--- src/rtl/debounce_bank.sv ---
// N-channel debouncer: per-channel synchroniser, symmetric press/release debounce,
// level output, one-cycle press/release strobes and optional auto-repeat.
module debounce_bank #(
    parameter int CHANNELS      = 5,
    parameter int WAIT_CLOCKS   = 1_000_000,
    parameter int SYNC_STAGES   = 2,
    parameter int REPEAT_DELAY  = 50_000_000,
    parameter int REPEAT_PERIOD = 10_000_000
) (
    input  logic                clk_i,
    input  logic                rstn_i,
    input  logic [CHANNELS-1:0] raw_i,
    output logic [CHANNELS-1:0] level_o,
    output logic [CHANNELS-1:0] press_o,
    output logic [CHANNELS-1:0] release_o,
    output logic [CHANNELS-1:0] repeat_o
);

    localparam int CW = $clog2(WAIT_CLOCKS + 1);
    localparam int RW = (REPEAT_DELAY > 0) ? $clog2(REPEAT_DELAY + 1) : 1;

    localparam logic [CW-1:0] CNT_ONE  = CW'(1);
    localparam logic [CW-1:0] CNT_LAST = CW'(WAIT_CLOCKS - 1);

    typedef enum logic [1:0] {
        IDLE    = 2'd0,
        PRESS_W = 2'd1,
        HELD    = 2'd2,
        REL_W   = 2'd3
    } state_t;

    for (genvar c = 0; c < CHANNELS; c++) begin : g_ch
        logic [SYNC_STAGES-1:0] sync_q;
        logic                   s;
        state_t                 state;
        logic [CW-1:0]          cnt;
        logic                   level_q;
        logic                   press_q;
        logic                   release_q;
        logic                   rpt;
        logic                   release_evt;

        // NOTE: every flop, synchroniser included, is cleared by reset so a
        // channel always restarts from a known IDLE with a clean sample history.
        always_ff @(posedge clk_i) begin
            if (!rstn_i) begin
                sync_q <= '0;
            end else begin
                sync_q <= {sync_q[SYNC_STAGES-2:0], raw_i[c]};
            end
        end

        assign s           = sync_q[SYNC_STAGES-1];
        assign release_evt = (state == REL_W) && !s && (cnt == CNT_LAST);

        // NOTE: sequential state uses non-blocking assignments only, so every
        // register sees pre-edge values regardless of statement order.
        always_ff @(posedge clk_i) begin
            if (!rstn_i) begin
                state     <= IDLE;
                cnt       <= '0;
                level_q   <= 1'b0;
                press_q   <= 1'b0;
                release_q <= 1'b0;
            end else begin
                press_q   <= 1'b0;
                release_q <= 1'b0;
                case (state)
                    IDLE: begin
                        if (s) begin
                            state <= PRESS_W;
                            cnt   <= CNT_ONE;
                        end else begin
                            cnt <= '0;
                        end
                    end
                    PRESS_W: begin
                        if (!s) begin
                            state <= IDLE;
                            cnt   <= '0;
                        end else if (cnt == CNT_LAST) begin
                            state   <= HELD;
                            cnt     <= '0;
                            level_q <= 1'b1;
                            press_q <= 1'b1;
                        end else begin
                            cnt <= cnt + CNT_ONE;
                        end
                    end
                    HELD: begin
                        if (!s) begin
                            state <= REL_W;
                            cnt   <= CNT_ONE;
                        end else begin
                            cnt <= '0;
                        end
                    end
                    REL_W: begin
                        if (s) begin
                            state <= HELD;
                            cnt   <= '0;
                        end else if (cnt == CNT_LAST) begin
                            state     <= IDLE;
                            cnt       <= '0;
                            level_q   <= 1'b0;
                            release_q <= 1'b1;
                        end else begin
                            cnt <= cnt + CNT_ONE;
                        end
                    end
                    default: begin
                        state <= IDLE;
                        cnt   <= '0;
                    end
                endcase
            end
        end

        if (REPEAT_DELAY > 0) begin : g_rep
            // A period longer than the delay degenerates to repeating every REPEAT_DELAY cycles.
            localparam logic [RW-1:0] R_ONE    = RW'(1);
            localparam logic [RW-1:0] R_DELAY  = RW'(REPEAT_DELAY);
            localparam logic [RW-1:0] R_RELOAD =
                RW'((REPEAT_PERIOD >= REPEAT_DELAY) ? 0 : (REPEAT_DELAY - REPEAT_PERIOD));

            logic [RW-1:0] rcnt;
            logic          rpt_q;

            // rcnt keeps running through REL_W so release bounce cannot restart the hold timer.
            always_ff @(posedge clk_i) begin
                if (!rstn_i) begin
                    rcnt  <= '0;
                    rpt_q <= 1'b0;
                end else begin
                    rpt_q <= 1'b0;
                    if ((state == HELD || state == REL_W) && !release_evt) begin
                        if (rcnt + R_ONE == R_DELAY) begin
                            rcnt  <= R_RELOAD;
                            rpt_q <= 1'b1;
                        end else begin
                            rcnt <= rcnt + R_ONE;
                        end
                    end else begin
                        rcnt <= '0;
                    end
                end
            end

            assign rpt = rpt_q;
        end else begin : g_norep
            assign rpt = 1'b0;
        end

        assign level_o[c]   = level_q;
        assign press_o[c]   = press_q;
        assign release_o[c] = release_q;
        assign repeat_o[c]  = rpt;
    end

endmodule
--- config.mk ---
export PLATFORM = sky130hd
export DESIGN_NAME = debounce_bank
export DESIGN_NICKNAME = d
export VERILOG_FILES = /design/src/rtl/debounce_bank.sv
export SDC_FILE = /design/constraint.sdc
export NUM_CORES = 1
export LEC_CHECK = 0
export ABC_AREA = 0
export CAP_MARGIN = 0
export CORE_MARGIN = 8
export CORE_UTILIZATION = 61
export DETAILED_ROUTE_END_ITERATION = 12
export GPL_TIMING_DRIVEN = 0
export PLACE_DENSITY = 0.81
export SLEW_MARGIN = 20
export SYNTH_ARGS = -nofsm -noshare
export SYNTH_HDL_FRONTEND = slang
export SYNTH_SLANG_ARGS = --single-unit
--- constraint.sdc ---
create_clock -name clk_i -period 2.9 [get_ports clk_i]
set_input_delay 0.29 -clock clk_i [delete_from_list [all_inputs] [get_ports clk_i]]
set_output_delay 0.29 -clock clk_i [all_outputs]
set_load 0.01 [all_outputs]
## After elaboration in Yosys (flattened, before gate mapping)

Index checks and enable logic that the tools add are counted.

- Flip-flop bits (word level): 270
- Input port bits: 7
- Output and inout port bits: 20
- Word-level logic and storage cells: 306

- $add $sub $neg: 10
- Equality and inequality tests: 65
- Mux-type cells: 105
- Bitwise operators: 11
- Reduce and logical (&&, ||, !) cells: 70

Operator list:

| operator | number |
|---|---|
| $pmux 20 s4 | 5 |
| $mux 20 | 15 |
| $add 26x1->26 const B | 5 |
| $eq 26x26->1 const B | 5 |
| $mux 26 | 5 |
| $add 20x1->20 const B | 5 |
| $eq 20x20->1 const B | 5 |
| $mux 2 | 30 |
| $ne 2x2->1 const B | 26 |
| $mux 1 | 40 |
| $pmux 2 s4 | 5 |
| $reduce_or 3->1 | 10 |
| $reduce_and 5->1 | 5 |
| $eq 2x2->1 const B | 10 |
| $reduce_and 4->1 | 5 |
| $ne 3x3->1 const B | 6 |
| $logic_and 1x1->1 | 15 |
| $reduce_and 3->1 | 5 |
| $ne 3x2->1 const B | 4 |
| $not 1->1 | 11 |
| $eq 2x1->1 const B | 5 |
| $logic_not 1->1 | 10 |
| $logic_not 2->1 | 5 |
| $pmux 1 s2 | 5 |
| other kinds (4) | 19 |

## Depth between registers and ports, before layout

- Depth in word-level cells: 7
- Gate-level depth with buffers: 11
- Mapped depth without buffers: 8

## Worst setup path before layout

OpenSTA, ideal clock, no wires.

- Kind: reg-to-reg
- From: reg g_ch[3].g_rep.rcnt[0]
- To: reg g_ch[3].g_rep.rcnt[11]
- Setup time: 0.068 ns
- Arrival time: 2.348 ns
- Required time: 2.832 ns
- Path slack: 0.484 ns
- Stages on the path, launching flop included: 9
- Period minus slack after synthesis: 2.416 ns
- Cell sequence: dfxtp_1 > ha_1 > nand2_1 > nor3_4 > nand2_1 > xor2_1 > or4_1 > or4_4 > a21oi_2

- Longest elaborated chain between the ends: 3

RTL lines:

| what | RTL line | RTL |
|---|---|---|
| from (decl) | 126 | `logic [RW-1:0] rcnt;` |
| from (signal assigned) | 141 | `rcnt <= rcnt + R_ONE;` |
| $add 26x1->26 * | 137, 141 |  |
| $eq 26x26->1 | 137 | `if (rcnt + R_ONE == R_DELAY) begin` |
| $mux 26 * | 137 |  |

Mark *: on every way between the ends. The rest lies on a longest branch, timed or not.
A chain may end at the register's enable or synchronous reset.

## Final worst setup path

Same ends and word-level chain as after synthesis.

==> summary.md <==
| Metric | Value |
|---|---|
| Die Y-Extent | about 160 um |
| Die area | 0.0266 sq mm |
| I/O Buffers | 26 |
| CTS Sinks | 270 |
| Warning count from the yosys run | 0 |
| Crit end category | register |
| # fillers | 1734 |
| Worst path required time | 3.38 ns |
| Post-Route WL | around 27 mm |
| Post-DP Area | 0.0138 sq mm |
| Final setup viols | 0 |
| Area leader, netlist | dfxtp_1 |
| Worst-path clk slew | 0.06 ns |
| R2r startpoint | g_ch[3].g_rep.rcnt[0]$_SDFF_PP0_ |
| Remaining DRCs | 0 |
| Top routing layer in use | met4 |
| Post-layout util | 0.691 |
| Period utilization | 0.947 |
| Flops & latches, synth | 270 |
| Post-synth EDFFs | 0 |
| Detailed Routing Iterations Pass 1 | 4 |
| Fin. max-slew vios | 0 |
| Largest net degree at the start of global routing | 16 |
| R2R Setup Slk | 0.15 ns |
| DR iter-0 viols | 613 |
| Slowest stage delay, CP | 0.52 ns |
| Max Root-Sink Buffers | 3 |
| Design area | approximately 0.015 sq mm |
| GRT Total Usage | 0.202 |
| Netlist Area Pre-Place | between 0.01 and 0.015 sq mm |
| Synth top area cells | dfxtp_1 (41%), xor2_1 (8.5%), nor2_1 (6.5%), xnor2_1 (5.6%), nand3_1 (3.6%) |
| Leakage Power | 0.00501 uW |
| Maximum vdd drop | 0.000518 V |
| Ys async rst share | 0 |
| Worst hold start | raw_i[1] |
| Critical path's top delay family | simple AND/OR/NAND/NOR gates |
| Synth-to-Final Area Change | 12.8% |
| Top FF cell, synth | dfxtp_1 |
| Outcome | finished clean |
| Worst-Margin Slew | 0.711 ns |
| Hold depth | 2 |
| Initial antenna violation count | 0 |
| Slowest CP cell | or4_4 |
| Htree depth | 1 |
| Diode count | 0 |
| Slew margin rel. | 0.523 |
| Unique cell type count in the Yosys netlist | 82 |
| CTS buffer count | 28 |
| WL/cell | 14.4 um |
| Vias in the first global route | 10520 |
| Met1 wire length | about 12 mm |
| # IOs | 27 |
| Fmax | 0.364 GHz |
| Final hold vios | 0 |
| Syn_nets | 1549 |
| Crit start category | register |
| Total of max-cap violations | 0 |
| Synth Instances | 1530 |
| DR WL met3 | 1.11 mm |
| Hold_ws | about 0.3 ns |
| Syn Area/Cell | 8.63 sq um |
| Worst r2r dst | g_ch[3].g_rep.rcnt[11]$_SDFF_PN0_ |
| Hold Path Sink | g_ch[1].sync_q[0]$_SDFF_PN0_ |
| Worst Reg2Reg Path Length in Cells | 8 |
| Pwr/cell area | between 400 and 500 mW/mm^2 |
| Row cnt | 54 |
| Buffers and inverters on the worst path | 0 |
| Global placer's final weighted congestion | between 0.9 and 1 |
| CTS tree | built |
| DPL Wire Length | between 15 and 20 mm |
| Vias/cell | around 5.7 |
| Die X | approximately 160 um |
| Starting Density | 0.613 |
| Layout cell share with drive strength beyond 1 | 0.0967 |
| Register area share after synthesis | 0.409 |
| Worst hold path class | in -> reg |
| Arrival time worst endpoint | 3.23 ns |
| Grt total ovfl | 0 |
| Yosys top cell area share | 0.409 |
| Final min period | 2.75 ns |
| Final ANT Viol Nets | 0 |
| Root buf cell | clkbuf_16 |
| Clk_lat worst skew | 0.56 ns |
| Worst path most repeated cell | nand2_1 |
| Vias | 10792 |
| Max FO, Critical Path | 7 |
| First-pass GRT wire length | 46.7 mm |
| Critical path, cell by cell | ha_1 -> nand2_1 -> nor3_4 -> nand2_1 -> xor2_1 -> or4_1 -> or4_4 -> a21oi_2 |
| Register area | between 0.005 and 0.006 sq mm |
| Core Footprint | 0.0216 sq mm |
| Met2 Routed Length | approximately 13 mm |
| Final net count | 1611 |
| Area of the multi-input gates | 0.00740 sq mm |
| Critical path class | reg -> reg |
| Worst Clk Skew | around 0.023 ns |
-- sequential cells by signal, summed over array words and instances (netlist names), named ones only --
| signal | flops |
|---|---|
| g_ch.g_rep.rcnt | 130 |
| g_ch.level_q | 5 |
| g_ch.release_q | 5 |
| g_ch.g_rep.rpt_q | 5 |
| g_ch.cnt | 100 |
| g_ch.state | 5 |
| g_ch.sync_q | 10 |
| g_ch.press_q | 5 |
-- metrics by stage --
stage / cells / TNS, ns / setup WS (ns) / power (uW)
after floorplan: 1530 / 0 / 0.484 / 3850
after global placement: 1836 / -0.362 / -0.0422 / 3870
after detailed placement: 1836 / -1.05 / -0.0759 / 3870
after CTS: 1887 / 0 / 0.0236 / 7480
after global routing: 1893 / -0.0627 / -0.0165 / 7640
final: 1893 / 0 / 0.154 / 7410
-- what timing repair did --
action	CTS	global route
pin swaps	1	4
buffers inserted	0	6
hold buffers	0	0
setup endpoints to repair	28	97
gates resized for setup	2	12
-- logic make-up after synthesis --
kind of cell | synth area share
DFF | 0.409
buffers and inverters | 0.0366
AOI/OAI and AO/OA | 0.0669
and+or+nand+nor | 0.329
xor gates and xnor gates | 0.142
muxes | 0.00464
adders and majority gates | 0.0114
-- where the power goes --
part / internal, uW / total, uW / switching, uW
clock: 2140 / 3620 / 1480
combinational: 30.5 / 55.6 / 25.1
sequential: 3720 / 3740 / 13.1
-- layout make-up --
cell class / count / share of cell area
multi-input combinational: 1165 / 0.497
sequential: 270 / 0.363
clock buffer: 38 / 0.0543
buffer: 72 / 0.0266
tap: 280 / 0.0235
timing repair buffer: 32 / 0.0205
clock inverter: 13 / 0.00983
inverter: 23 / 0.00580
-- per-layer routing --
layer  up-vias  global-route usage
met2       205               0.355
met5         -                   0
met4         0              0.0617
met1      5079               0.252
met3        43              0.0262
li1       5465                   -
-- worst max path at each step --
stage                                     startpoint                           endpoint  slack (ns)  depth (start not counted)
floorplan           g_ch[3].g_rep.rcnt[0]$_SDFF_PP0_  g_ch[3].g_rep.rcnt[11]$_SDFF_PN0_        0.48                          8
global placement           g_ch[3].cnt[0]$_SDFF_PN0_   g_ch[3].g_rep.rcnt[0]$_SDFF_PP0_       -0.04                          8
detailed placement         g_ch[3].cnt[0]$_SDFF_PN0_   g_ch[3].g_rep.rcnt[8]$_SDFF_PP0_       -0.08                          8
CTS                 g_ch[3].g_rep.rcnt[0]$_SDFF_PP0_  g_ch[3].g_rep.rcnt[23]$_SDFF_PP0_        0.02                          8
global route        g_ch[3].g_rep.rcnt[0]$_SDFF_PP0_  g_ch[3].g_rep.rcnt[15]$_SDFF_PP0_       -0.02                          9
finish              g_ch[3].g_rep.rcnt[0]$_SDFF_PP0_  g_ch[3].g_rep.rcnt[11]$_SDFF_PN0_        0.15                          8
-- cell usage after synthesis (4+ instances only) --
library cell    n
a21o_1          5
inv_1          23
nand2b_1       10
buf_4          22
nor2_1        228
a21boi_0        4
buf_2          16
a211oi_1        6
nand4b_1        6
xnor2_1        85
clkbuf_1       30
nand3_1        95
o21bai_1        4
ha_1           12
nor3_1         67
nor2b_1         9
xor2_1        128
and4_1         19
a41oi_1         4
nand3b_1        5
nor4_4          4
mux2i_1         5
nor4_1         20
nand4_1        47
and4b_1         6
and3_1         57
nand2_1       119
and2_1         23
nand3_2         6
or4_1           6
nor4_2          5
a21oi_2         4
nor3b_1        15
nor4b_1        11
or3_1          14
a31oi_1        13
dfxtp_1       270
a21oi_1        32
o31ai_1         4
o21ai_0        23
-- placed cells by master, fill, tap and decap left out, types with 10 or more instances in the layout --
cell,n
dfxtp_1,270
nor2_1,227
xor2_1,128
nand2_1,119
nand3_1,93
xnor2_1,85
nor3_1,66
and3_1,57
nand4_1,47
clkbuf_1,33
a21oi_1,32
buf_4,28
clkbuf_16,28
clkdlybuf4s50_1,26
and2_1,23
inv_1,23
o21ai_0,22
and4_1,19
nor4_1,19
buf_2,16
nor3b_1,15
or3_1,14
a31oi_1,13
ha_1,12
nor4b_1,10
nand2b_1,10
No activity file was read; power rests on OpenSTA's default activity.
